$ cat src/rtl/command.sv
// command: framed byte-stream parser issuing checksummed 16-bit register writes,
// with an inter-byte timeout and a saturating frame-error counter.
module command #(
  parameter logic [7:0] SYNC    = 8'hA5,
  parameter int         TIMEOUT = 120000
) (
  input  logic        clk,
  input  logic        rst,
  input  logic        rx_stb,
  input  logic [7:0]  rx_dat,
  output logic        rx_rdy,
  output logic        wr_stb,
  input  logic        wr_rdy,
  output logic [7:0]  wr_adr,
  output logic [15:0] wr_dat,
  output logic        err,
  output logic [7:0]  errors
);
  localparam int W = $clog2(TIMEOUT + 1);
  typedef enum logic [2:0] {HUNT, ADR, DHI, DLO, CHK, WRITE} state_t;
  state_t       state;
  logic [W-1:0] cnt;
  logic         acc, tmo, fail;
  logic [7:0]   sum;
  always_comb begin
    rx_rdy = state != WRITE;
    acc    = rx_stb && rx_rdy;
    sum    = wr_adr + wr_dat[15:8] + wr_dat[7:0] + rx_dat;
    tmo    = !acc && cnt == W'(TIMEOUT);
    // a frame dies on a bad checksum or on silence; an arriving byte always beats the timeout
    fail   = state inside {ADR, DHI, DLO, CHK} && (acc ? state == CHK && sum != 8'd0 : tmo);
  end
  always_ff @(posedge clk or negedge rst) begin
    if (!rst) begin
      state  <= HUNT;
      cnt    <= '0;
      wr_stb <= 1'b0;
      wr_adr <= 8'd0;
      wr_dat <= 16'd0;
      err    <= 1'b0;
      errors <= 8'd0;
    end else begin
      err <= fail;
      if (fail) errors <= errors + {7'd0, errors != 8'hFF};
      cnt <= (acc || fail || state == HUNT || state == WRITE) ? '0 : cnt + 1'b1;
      if (fail) state <= HUNT;
      else case (state)
        HUNT:  if (acc && rx_dat == SYNC) state <= ADR;
        ADR:   if (acc) begin wr_adr <= rx_dat; state <= DHI; end
        DHI:   if (acc) begin wr_dat[15:8] <= rx_dat; state <= DLO; end
        DLO:   if (acc) begin wr_dat[7:0] <= rx_dat; state <= CHK; end
        CHK:   if (acc) begin wr_stb <= 1'b1; state <= WRITE; end
        WRITE: if (wr_rdy) begin wr_stb <= 1'b0; state <= HUNT; end
        default: state <= HUNT;
      endcase
    end
  end
endmodule

$ cat config.mk
export PLATFORM = sky130hd
export DESIGN_NAME = command
export DESIGN_NICKNAME = d
export VERILOG_FILES = /design/src/rtl/command.sv
export SDC_FILE = /design/constraint.sdc
export NUM_CORES = 1
export LEC_CHECK = 0
export ABC_AREA = 0
export CORE_ASPECT_RATIO = 1.2
export CORE_MARGIN = 10
export CORE_UTILIZATION = 25
export DETAILED_ROUTE_END_ITERATION = 8
export GPL_TIMING_DRIVEN = 0
export PLACE_DENSITY = 0.41
export SLEW_MARGIN = 20
export SYNTH_ARGS = -nofsm -noshare
export SYNTH_HDL_FRONTEND = slang
export SYNTH_SLANG_ARGS = --single-unit
$ cat constraint.sdc
create_clock -name clk -period 5.8 [get_ports clk]
set_clock_uncertainty 0.15 [all_clocks]
set_input_delay 1.45 -clock clk [delete_from_list [all_inputs] [get_ports clk]]
set_output_delay 1.45 -clock clk [all_outputs]
set_load 0.1 [all_outputs]
* Yosys cells after proc, flatten, opt, wreduce, memory -nomap -nowiden
Cells that the tools add are included.
W data, S select, Z words.
** Operators by class
- Equal/unequal tests :: 17
- Add/sub/neg operators :: 5
- Bitwise logic cells :: 1
- Muxes and demuxes :: 13
- Reductions and logical operators :: 18
** Operator list (number)
- $add A8 B8 Y8 :: 3
- $mux W3 :: 7
- $ne A3 B3 Y1 const B :: 6
- $pmux W3 S6 :: 1
- $add A17 B1 Y17 const B :: 1
- $eq A17 B17 Y1 const B :: 1
- $mux W17 :: 1
- $reduce_and A3 Y1 :: 3
- $add A8 B1 Y8 :: 1
- $eq A8 B8 Y1 const B :: 1
- $ne A8 B8 Y1 const B :: 1
- $reduce_bool A8 Y1 :: 1
- $eq A3 B2 Y1 const B :: 2
- $eq A3 B3 Y1 const B :: 2
- $reduce_and A6 Y1 :: 1
- $logic_and A1 B1 Y1 :: 5
- $ne A2 B2 Y1 const B :: 2
- $reduce_and A4 Y1 :: 1
- $reduce_bool A4 Y1 :: 1
- $eq A3 B1 Y1 const B :: 1
- $logic_not A3 Y1 :: 1
- $logic_or A1 B1 Y1 :: 3
- $mux W1 :: 3
- $ne A3 B2 Y1 const B :: 1
- 4 further kinds :: 4
** Storage, ports and cells
- Word-level logic and storage cells :: 62
- Register bits :: 54
- Output and inout bits :: 35

* Longest topological paths before layout
Gate-level depths: netlist of the first run.
- Depth after elaboration :: 11
- Depth in mapped cells :: 13

* Worst setup path before layout of the first run
Ideal clock, no wire load.
- Path type :: input port to flip-flop
- From :: in rx_dat[2]
- To :: reg wr_adr[0]
- Setup slack :: 522 ps
- Library setup time :: 126 ps
- Cell stages on the path :: 10
- Data required time :: 5524 ps
- Arrival :: 5003 ps
- Cell sequence :: fa_1 -> fa_1 -> ha_1 -> a21o_1 -> a21oi_1 -> mux2_1 -> or4_1 -> o31a_1 -> nor4b_4 -> mux2_2
** Between the ends
- Cells in the longest elaborated chain, start to end :: 7
** Ends and longest elaborated chain
- from (decl) :: RTL line 10 : input logic [7:0] rx_dat,
- $add A8 B8 Y8 :: RTL line 28 : sum = wr_adr + wr_dat[15:8] + wr_dat[7:0] + rx_dat;
- $reduce_bool A8 Y1 :: RTL line 31 : fail = state inside {ADR, DHI, DLO, CHK} && (acc ? state == CHK && sum != 8'd0 : tmo);
- $logic_and A1 B1 Y1 :: RTL line 31
- $mux W1 :: RTL line 31
- $logic_and A1 B1 Y1 :: RTL line 31
- $not A1 Y1 (no source line)
- $reduce_and A3 Y1 (no source line)
- to (signal assigned) :: RTL line 38 : wr_adr <= 8'd0;
- to (signal assigned) :: RTL line 49 : ADR: if (acc) begin wr_adr <= rx_dat; state <= DHI; end
- to (decl) :: RTL line 14 : output logic [7:0] wr_adr,
No other way between the ends.
A chain may end at the register's enable or synchronous reset.

* Worst setup path in the final report of the first run
- From :: in rx_dat[6]
- To :: reg wr_adr[1]
The elaborated chain is that of the path after synthesis.

==> impl_metrics.json, run 1 <==
{
  "ios": 47,
  "synth_area_um2": 3070,
  "drtPass1Iterations": 4,
  "grt_usage_pct": 8.69,
  "worstPathRequired_ps": 5820,
  "start_util_pct": 25.4,
  "cts.reportedPaths.clkPinSlew_ps": 60,
  "yosysSeqAreaShare_pct": 44.1,
  "slowest_delay_ps": 540,
  "ys.flop_type": "dfrtp_1",
  "synthTopCellsByArea": "dfrtp_1 (44%), fa_1 (9.1%), mux2_2 (8.4%)",
  "hold_ws_ps": 338,
  "hp-start": "errors[5]$_DFFE_PN0P_",
  "htreeDepth": 2,
  "rsz0062_at_grt": "false",
  "startpoint_type": "primary input",
  "drc": 0,
  "min_to": "errors[5]$_DFFE_PN0P_",
  "pre_cts_ws_ps": -460,
  "ys_types": 43,
  "final_cell_mix": "dfrtp_1 (54), clkdlybuf4s50_1 (44), mux2_2 (23), nor2_1 (22), xor2_1 (15)",
  "cp_top_family": "adder cells",
  "area_growth_pct": 27.8,
  "dp_hpwl_mm": 5.46,
  "synth_top_cell_area_share_pct": 44.1,
  "diodes": 0,
  "synth.largest_area_cell": "dfrtp_1",
  "multiInputGateArea_um2": 1620,
  "grt.overflow.total": 0,
  "ant_nets": 0,
  "seqCellArea_um2": 1350,
  "crit_fanout": 4,
  "grt_pass1_vias": 2258,
  "gp_congestion": 0.800,
  "grt_pass1_wl_mm": 11.9,
  "die_h_um": 141,
  "grt_start_max_net_pins": 45,
  "hold_viol": 0,
  "nets": 366,
  "clkLatencyLatePin_ps": 300,
  "cp.arrival_ps": 5590,
  "via_per_inst": 4.42,
  "n_fill_cell": 1221,
  "slew_headroom_pct": 33.9,
  "wl_per_cell_um": 14.6,
  "fmax_mhz": 180,
  "numCtsBuffers": 5,
  "drv_slew": 0,
  "synth_warnings": 0,
  "syn_inst": 272,
  "fp.dieArea_um2": 17100,
  "holdBufCountCts": 0,
  "cts.sinks": 54,
  "drt_iter0_markers": 86,
  "run_status": "finished clean",
  "reg2reg_from": "wr_dat[2]$_DFFE_PN0P_",
  "synth.avg_cell_area_um2": 11.3,
  "final-setup-viol-count": 0,
  "synthArstFlopShare_pct": 100,
  "holdPathStages": 1,
  "dp_cells": 480,
  "portBuffers": 46,
  "syn-num-nets": 309,
  "post-route-min-period_ps": 5570,
  "slowest_stage": "or4_1",
  "worstMarginPinSlew_ps": 989,
  "dieWidth_um": 121,
  "path_cells": "clkdlybuf4s50_1, inv_1, fa_1, fa_1, inv_1, ha_1, nand2b_1, o21bai_1, mux2_1, or4_1, o31a_1, nor4b_4, buf_4, mux2_2",
  "rows": 44,
  "r2r_end": "wr_adr[1]$_DFFE_PN0P_",
  "rr_worst_depth": 11,
  "antenna_found_initial": 0,
  "synth_seq_cells": 54,
  "final_common_cell": "dfrtp_1",
  "fin_crit_sh_pct": 96.0,
  "hold_path_class": "reg2reg",
  "worstSetupPathType": "in2reg",
  "drv_cap": 0,
  "vias": 2167,
  "clockBufferDepth": 2,
  "final_cells": 490,
  "crit_buf_inv": 4,
  "synth_edf_count": 0,
  "drive_gt1_share_pct": 11.9,
  "cts-root-buf": "clkbuf_16",
  "worst_slack_ps": 230,
  "cts_tree": "yes",
  "r2r_slack_ps": 1480,
  "end_kind": "flop",
  "wl_mm": 7.15,
  "fin_util_pct": 32.5,
  "coreArea_um2": 12100
}
[worst register-to-register path, stage by stage, from the launching register on]
cell and delay [ps]:
dfrtp_1 410, fa_1 590, fa_1 460, ha_1 300, a21o_1 150, a21oi_1 150
mux2_1 320, or4_1 540, o31a_1 300, nor4b_4 310, buf_4 180, mux2_2 330
[worst max-delay path by stage]
stage                                 end       from  slack [ps]  cells after the start
floorplan           wr_adr[0]$_DFFE_PN0P_  rx_dat[2]         520                     10
global placement    wr_adr[2]$_DFFE_PN0P_  rx_dat[2]        -460                     11
detailed placement  wr_adr[5]$_DFFE_PN0P_  rx_dat[2]        -460                     11
CTS                 wr_adr[5]$_DFFE_PN0P_  rx_dat[2]         160                     12
global route        wr_adr[1]$_DFFE_PN0P_  rx_dat[6]          20                     14
finish              wr_adr[1]$_DFFE_PN0P_  rx_dat[6]         230                     14
[Yosys cell counts, types with 2 or more instances]
| master | n |
|---|---|
| dfrtp_1 | 54 |
| mux2_2 | 23 |
| nor2_1 | 22 |
| xor2_1 | 15 |
| fa_1 | 14 |
| inv_1 | 14 |
| xnor2_1 | 13 |
| nand2_1 | 12 |
| nand3_1 | 12 |
| ha_1 | 11 |
| o21ai_0 | 10 |
| and2_1 | 8 |
| and3_1 | 8 |
| clkbuf_1 | 7 |
| nand4_1 | 7 |
| a21oi_1 | 5 |
| nor2b_1 | 3 |
| a21o_1 | 2 |
| a41oi_1 | 2 |
| and4b_1 | 2 |
| mux2i_1 | 2 |
| nor3_1 | 2 |
| nor4_1 | 2 |
| o211ai_1 | 2 |
| o31a_1 | 2 |
[state kept, by name (all words and copies together), names as in the netlist]
| register | flops |
|---|---|
| errors | 8 |
| cnt | 17 |
| err | 1 |
| state | 3 |
| wr_dat | 16 |
| wr_adr | 8 |
| wr_stb | 1 |
[cells by family (layout without fill, tap and decap cells)]
group	Yosys count	count (layout)	share of synthesized area (%)
AND/OR/NAND/NOR	86	86	15.4
flip-flops	54	54	44.1
AO/OA/AOI/OAI	30	30	6.45
XOR/XNOR	28	28	8.00
multiplexers	26	26	9.47
adder cells (fa/ha/maj)	25	25	13.6
buffers and inverters	23	80	2.94
[area by class of cell]
class | instances | area share [%]
Timing Repair Buffer | 50 | 13.1
Buffer | 8 | 0.863
Multi-Input combinational cell | 195 | 41.5
Clock buffer | 5 | 3.19
Inverter | 15 | 1.44
Tap cell | 161 | 5.14
Sequential cell | 54 | 34.5
Clock inverter | 2 | 0.256
[timing repair]
action / 4_1_cts / 5_1_grt
pin swaps: 1 / 2
gates resized for setup: 0 / 2
gates cloned: 0 / 0
endpoints found under the setup margin: 7 / 5
setup buffers: 3 / 0
[layer usage]
metal	GRT usage [%]	share of wire (%)
met5	0	0
met4	2.86	1.4
met3	2.06	4.0
met2	15.2	52
met1	10.1	43
[through the flow]
stage / TNS [ps] / area (um2)
after global routing: 0 / 3920
after CTS: 0 / 3910
after floorplan: 0 / 3070
after global placement: -3710 / 3730
after detailed placement: -3590 / 3750
final: 0 / 3920
Power of run 1 is not shown: default switching activity piles up to over one toggle a cycle in this logic, so the estimate is an artifact.
==> run 2, diff against run 1 <==
--- a/config.mk
+++ b/config.mk
@@ -10,7 +10,6 @@
 export CORE_MARGIN = 10
 export CORE_UTILIZATION = 25
 export DETAILED_ROUTE_END_ITERATION = 8
-export GPL_TIMING_DRIVEN = 0
 export PLACE_DENSITY = 0.41
 export SLEW_MARGIN = 20
 export SYNTH_ARGS = -nofsm -noshare
==> run 2 against run 1 <==
  * Sequential share of layout area shrank 0.40 points
  * Global-route usage grew 0.28 points
  * Flip-flop and latch count is the same
  * Critical endpoint is now wr_adr[5]$_DFFE_PN0P_
  * Worst setup slack gained 84 ps
  * Via count grew 1.3%
  * Count of clock-buffer cells in the layout grew 2
  * First-iteration DRC count shrank 2.3%
  * Worst hold slack lost 2.3 ps
==> impl_metrics.json, run 2 (synthesis gave the netlist of run 1 again) <==
{
  "drive_gt1_share_pct": 15.0,
  "final_common_cell": "dfrtp_1",
  "via_per_inst": 4.44,
  "wl_per_cell_um": 14.7,
  "gp_congestion": 0.731,
  "diodes": 0,
  "slowest_stage": "or4_1",
  "post-route-min-period_ps": 5490,
  "slowest_delay_ps": 550,
  "path_cells": "clkdlybuf4s50_1, inv_1, fa_1, fa_1, inv_1, ha_1, nand2b_1, o21bai_1, mux2_1, or4_1, o31a_1, nor4b_4, buf_4, mux2_2",
  "cts.sinks": 54,
  "cts.reportedPaths.clkPinSlew_ps": 70,
  "nets": 369,
  "cp-startpoint": "rx_dat[6]",
  "grt_pass1_vias": 2303,
  "vias": 2195,
  "ant_nets": 0,
  "fp.dieArea_um2": 17100,
  "slew_headroom_pct": 33.4,
  "startpoint_type": "primary input",
  "start_util_pct": 25.4,
  "dp_hpwl_mm": 5.52,
  "grt.overflow.total": 0,
  "dieWidth_um": 121,
  "drc": 0,
  "wl_mm": 7.27,
  "area_growth_pct": 29.3,
  "worstSetupPathType": "in2reg",
  "worstPathRequired_ps": 5840,
  "fmax_mhz": 182,
  "largestRegisters": "cnt (17), wr_dat (16)",
  "drv_cap": 0,
  "run_status": "finished clean",
  "numCtsBuffers": 5,
  "grt_start_max_net_pins": 55,
  "cp_top_family": "adder cells",
  "cts_tree": "yes",
  "drtPass1Iterations": 4,
  "grt_pass1_wl_mm": 12.2,
  "clkLatencyLatePin_ps": 300,
  "end_kind": "flop",
  "worst_slack_ps": 314,
  "crit_fanout": 6,
  "r2r_slack_ps": 1530,
  "clockBufferDepth": 2,
  "antenna_found_initial": 0,
  "rows": 44,
  "drv_slew": 0,
  "crit_buf_inv": 4,
  "regMostFlops": "cnt",
  "cts-root-buf": "clkbuf_16",
  "final_cell_mix": "dfrtp_1 (54), clkdlybuf4s50_1 (45), mux2_2 (23), nor2_1 (22)",
  "cp.arrival_ps": 5520,
  "fin_crit_sh_pct": 94.6,
  "rr_worst_depth": 11,
  "worstMarginPinSlew_ps": 996,
  "coreArea_um2": 12100,
  "holdBufCountCts": 0,
  "pre_cts_ws_ps": -59.2,
  "cts_resized": 0,
  "rsz0062_at_grt": "false",
  "largest_reg_flops": 17,
  "reg2reg_from": "wr_adr[2]$_DFFE_PN0P_",
  "die_h_um": 141,
  "portBuffers": 46,
  "r2r_end": "wr_adr[5]$_DFFE_PN0P_",
  "hold_viol": 0,
  "cp.depth": 14,
  "hold_path_class": "reg2reg",
  "post-cts-setup-buffers": 0,
  "ios": 47,
  "drt_iter0_markers": 84,
  "endpoint": "wr_adr[5]$_DFFE_PN0P_",
  "htreeDepth": 2,
  "grt_usage_pct": 8.97,
  "final-setup-viol-count": 0
}
-- run 2: cell count changes in the layout (fill, tap and decap cells not counted) --
cell | before | now
clkdlybuf4s50_1 | 44 | 45
clkbuf_8 | 0 | 2
clkinv_2 | 2 | 0
clkbuf_1 | 7 | 0
buf_16 | 1 | 0
dlymetal6s2s_1 | 1 | 0
buf_2 | 0 | 1
buf_4 | 4 | 15
clkinv_4 | 0 | 1
buf_6 | 1 | 0
-- run 2: area by class of cell --
type                            instances  area, um2
Clock buffer                            7        153
Clock inverter                          1       8.76
Fill cell                            1208       8090
Inverter                               15       56.3
Multi-Input combinational cell        195       1620
Sequential cell                        54       1350
Tap cell                              161        201
Timing Repair Buffer                   61        568
-- run 2: worst min path at each step --
stage	start	endpoint	slack (ps)	cells after the start
2_1_floorplan	cnt[0]$_DFF_PN0_	cnt[0]$_DFF_PN0_	340	1
3_3_place_gp	errors[7]$_DFFE_PN0P_	errors[7]$_DFFE_PN0P_	330	1
3_5_place_dp	errors[7]$_DFFE_PN0P_	errors[7]$_DFFE_PN0P_	330	1
4_1_cts	errors[7]$_DFFE_PN0P_	errors[7]$_DFFE_PN0P_	340	1
5_1_grt	errors[7]$_DFFE_PN0P_	errors[7]$_DFFE_PN0P_	360	1
6_report	errors[7]$_DFFE_PN0P_	errors[7]$_DFFE_PN0P_	340	1
-- run 2: through the flow --
stage | cell area (um2) | cells | hold slack, ps | utilization, % | TNS [ps]
final | 3960 | 494 | 335 | 32.9 | 0
after global routing | 3960 | 494 | 355 | 32.9 | 0
after CTS | 3960 | 494 | 342 | 32.9 | 0
after detailed placement | 3800 | 486 | 330 | 31.5 | -281
after global placement | 3800 | 486 | 329 | 31.5 | 0
after floorplan | 3070 | 272 | 337 | - | 0
-- run 2: metal layers --
metal  wire, um  track usage, %  vias to the layer above
met5          0               0                        -
met4        110            3.24                        0
met3        225            1.79                        6
met2       3800            15.5                       29
met1       3130            10.7                     1099
li1           -               -                     1061
Power of run 2 is left out for the same reason.
==> run 3, diff against run 2 <==
--- a/config.mk
+++ b/config.mk
@@ -10,6 +10,7 @@
 export CORE_MARGIN = 10
 export CORE_UTILIZATION = 25
 export DETAILED_ROUTE_END_ITERATION = 8
+export MAX_ROUTING_LAYER = met4
 export PLACE_DENSITY = 0.41
 export SLEW_MARGIN = 20
 export SYNTH_ARGS = -nofsm -noshare
==> run 3 against run 2 <==
  * Count of clock-buffer cells in the layout unchanged
  * First-iteration DRC count rose by 18%
  * Via count is 0.55% lower
  * Sequential share of layout area unchanged
  * Global-route usage grew 0.27 points
  * Flip-flop and latch count unchanged
  * Routed wire length about the same
  * Die area unchanged
  * Register-to-register slack hardly changed
  * Critical path depth unchanged
  * Non-clock buffer count unchanged
  * Critical path type unchanged
  * Critical endpoint unchanged
  * Highest routed layer unchanged
==> impl_metrics.json, run 3 (synthesis gave the netlist of run 1 again) <==
{
  "run_status": "finished clean",
  "largestRegisters": "cnt (17), wr_dat (16)",
  "cts_tree": "yes",
  "cts.reportedPaths.clkPinSlew_ps": 70,
  "hold_viol": 0,
  "drtPass1Iterations": 4,
  "ios": 47,
  "post-route-min-period_ps": 5490,
  "startpoint_type": "primary input",
  "ant_nets": 0,
  "area_growth_pct": 29.3,
  "wl_per_cell_um": 14.7,
  "rows": 44,
  "die_h_um": 141,
  "numCtsBuffers": 5,
  "fmax_mhz": 182,
  "via_per_inst": 4.42,
  "wl_mm": 7.26,
  "fp.dieArea_um2": 17100,
  "regMostFlops": "cnt",
  "fin_util_pct": 32.9,
  "cts-root-buf": "clkbuf_16",
  "drt_iter0_markers": 99,
  "worstMarginPinSlew_ps": 996,
  "nets": 369,
  "start_util_pct": 25.4,
  "htreeDepth": 2,
  "holdBufCountCts": 0,
  "final_cell_mix": "dfrtp_1 (54), clkdlybuf4s50_1 (45), mux2_2 (23), nor2_1 (22)",
  "seqCellArea_um2": 1350,
  "worstSetupPathType": "in2reg",
  "drive_gt1_share_pct": 15.0,
  "post-cts-setup-buffers": 0,
  "antenna_found_initial": 0,
  "cts_resized": 0,
  "portBuffers": 46,
  "dp_hpwl_mm": 5.52,
  "clockBufferDepth": 2,
  "drv_slew": 0,
  "grt_start_max_net_pins": 55,
  "largest_reg_flops": 17,
  "vias": 2183,
  "coreArea_um2": 12100,
  "worst_slack_ps": 314,
  "cts.sinks": 54,
  "grt_pass1_vias": 2303,
  "drv_cap": 0,
  "cp.arrival_ps": 5520,
  "placed_cell_area_um2": 3800,
  "grt_pass1_wl_mm": 12.2,
  "end_kind": "flop",
  "worstPathRequired_ps": 5840,
  "final_common_cell": "dfrtp_1",
  "clkLatencyLatePin_ps": 300,
  "pre_cts_ws_ps": -59.2,
  "drc": 0,
  "grt_usage_pct": 9.24,
  "rsz0062_at_grt": "false",
  "n_fill_cell": 1208,
  "hold_path_class": "reg2reg",
  "slew_headroom_pct": 33.4,
  "grt.overflow.total": 0,
  "multiInputGateArea_um2": 1620,
  "crit_fanout": 6,
  "r2r_slack_ps": 1530,
  "dieWidth_um": 121,
  "gp_congestion": 0.740,
  "final-setup-viol-count": 0,
  "diodes": 0,
  "fin_crit_sh_pct": 94.6,
  "post-route-cell-area_um2": 3960
}
## run 3: final timing paths
path                            cells after the start                endpoint             startpoint
worst max-delay path                               14   wr_adr[5]$_DFFE_PN0P_              rx_dat[6]
worst min-delay path                                1   errors[7]$_DFFE_PN0P_  errors[7]$_DFFE_PN0P_
max in group asynchronous                           2        cnt[3]$_DFF_PN0_                    rst
min in group asynchronous                           2  wr_dat[11]$_DFFE_PN0P_                    rst
worst max register to register                     11   wr_adr[5]$_DFFE_PN0P_  wr_adr[2]$_DFFE_PN0P_
worst min register to register                      1   errors[7]$_DFFE_PN0P_  errors[7]$_DFFE_PN0P_
## run 3: worst max-delay path, cell delays in order
cell and delay [ps]:
clkdlybuf4s50_1 480, inv_1 80, fa_1 500, fa_1 520, inv_1 40, ha_1 330
nand2b_1 110, o21bai_1 60, mux2_1 280, or4_1 550, o31a_1 300, nor4b_4 280
buf_4 200, mux2_2 330
## run 3: layer usage
layer  vias to the layer above  wire length, um  global-route usage (%)  part of all wire, %
met4                         0              112                    3.24                  1.5
met2                        27             3800                    15.5                   52
met3                         6              204                    1.71                  2.8
met5                         -                0                       -                    0
met1                      1087             3150                    10.9                   43
li1                       1063                -                       -                    -
## run 3: area by class of cell
cell class                      instances  share of cell area, %
Sequential cell                        54                   34.1
Clock inverter                          1                  0.221
Timing Repair Buffer                   61                   14.3
Inverter                               15                   1.42
Multi-Input combinational cell        195                   41.0
Clock buffer                            7                   3.85
Tap cell                              161                   5.08
## run 3: metrics by stage
stage	TNS (ps)	hold WS, ps	std cells
after floorplan	0	337	272
after global placement	0	329	486
after detailed placement	-281	330	486
after CTS	0	342	494
after global routing	0	355	494
final	0	336	494
Power of run 3 is left out for the same reason.
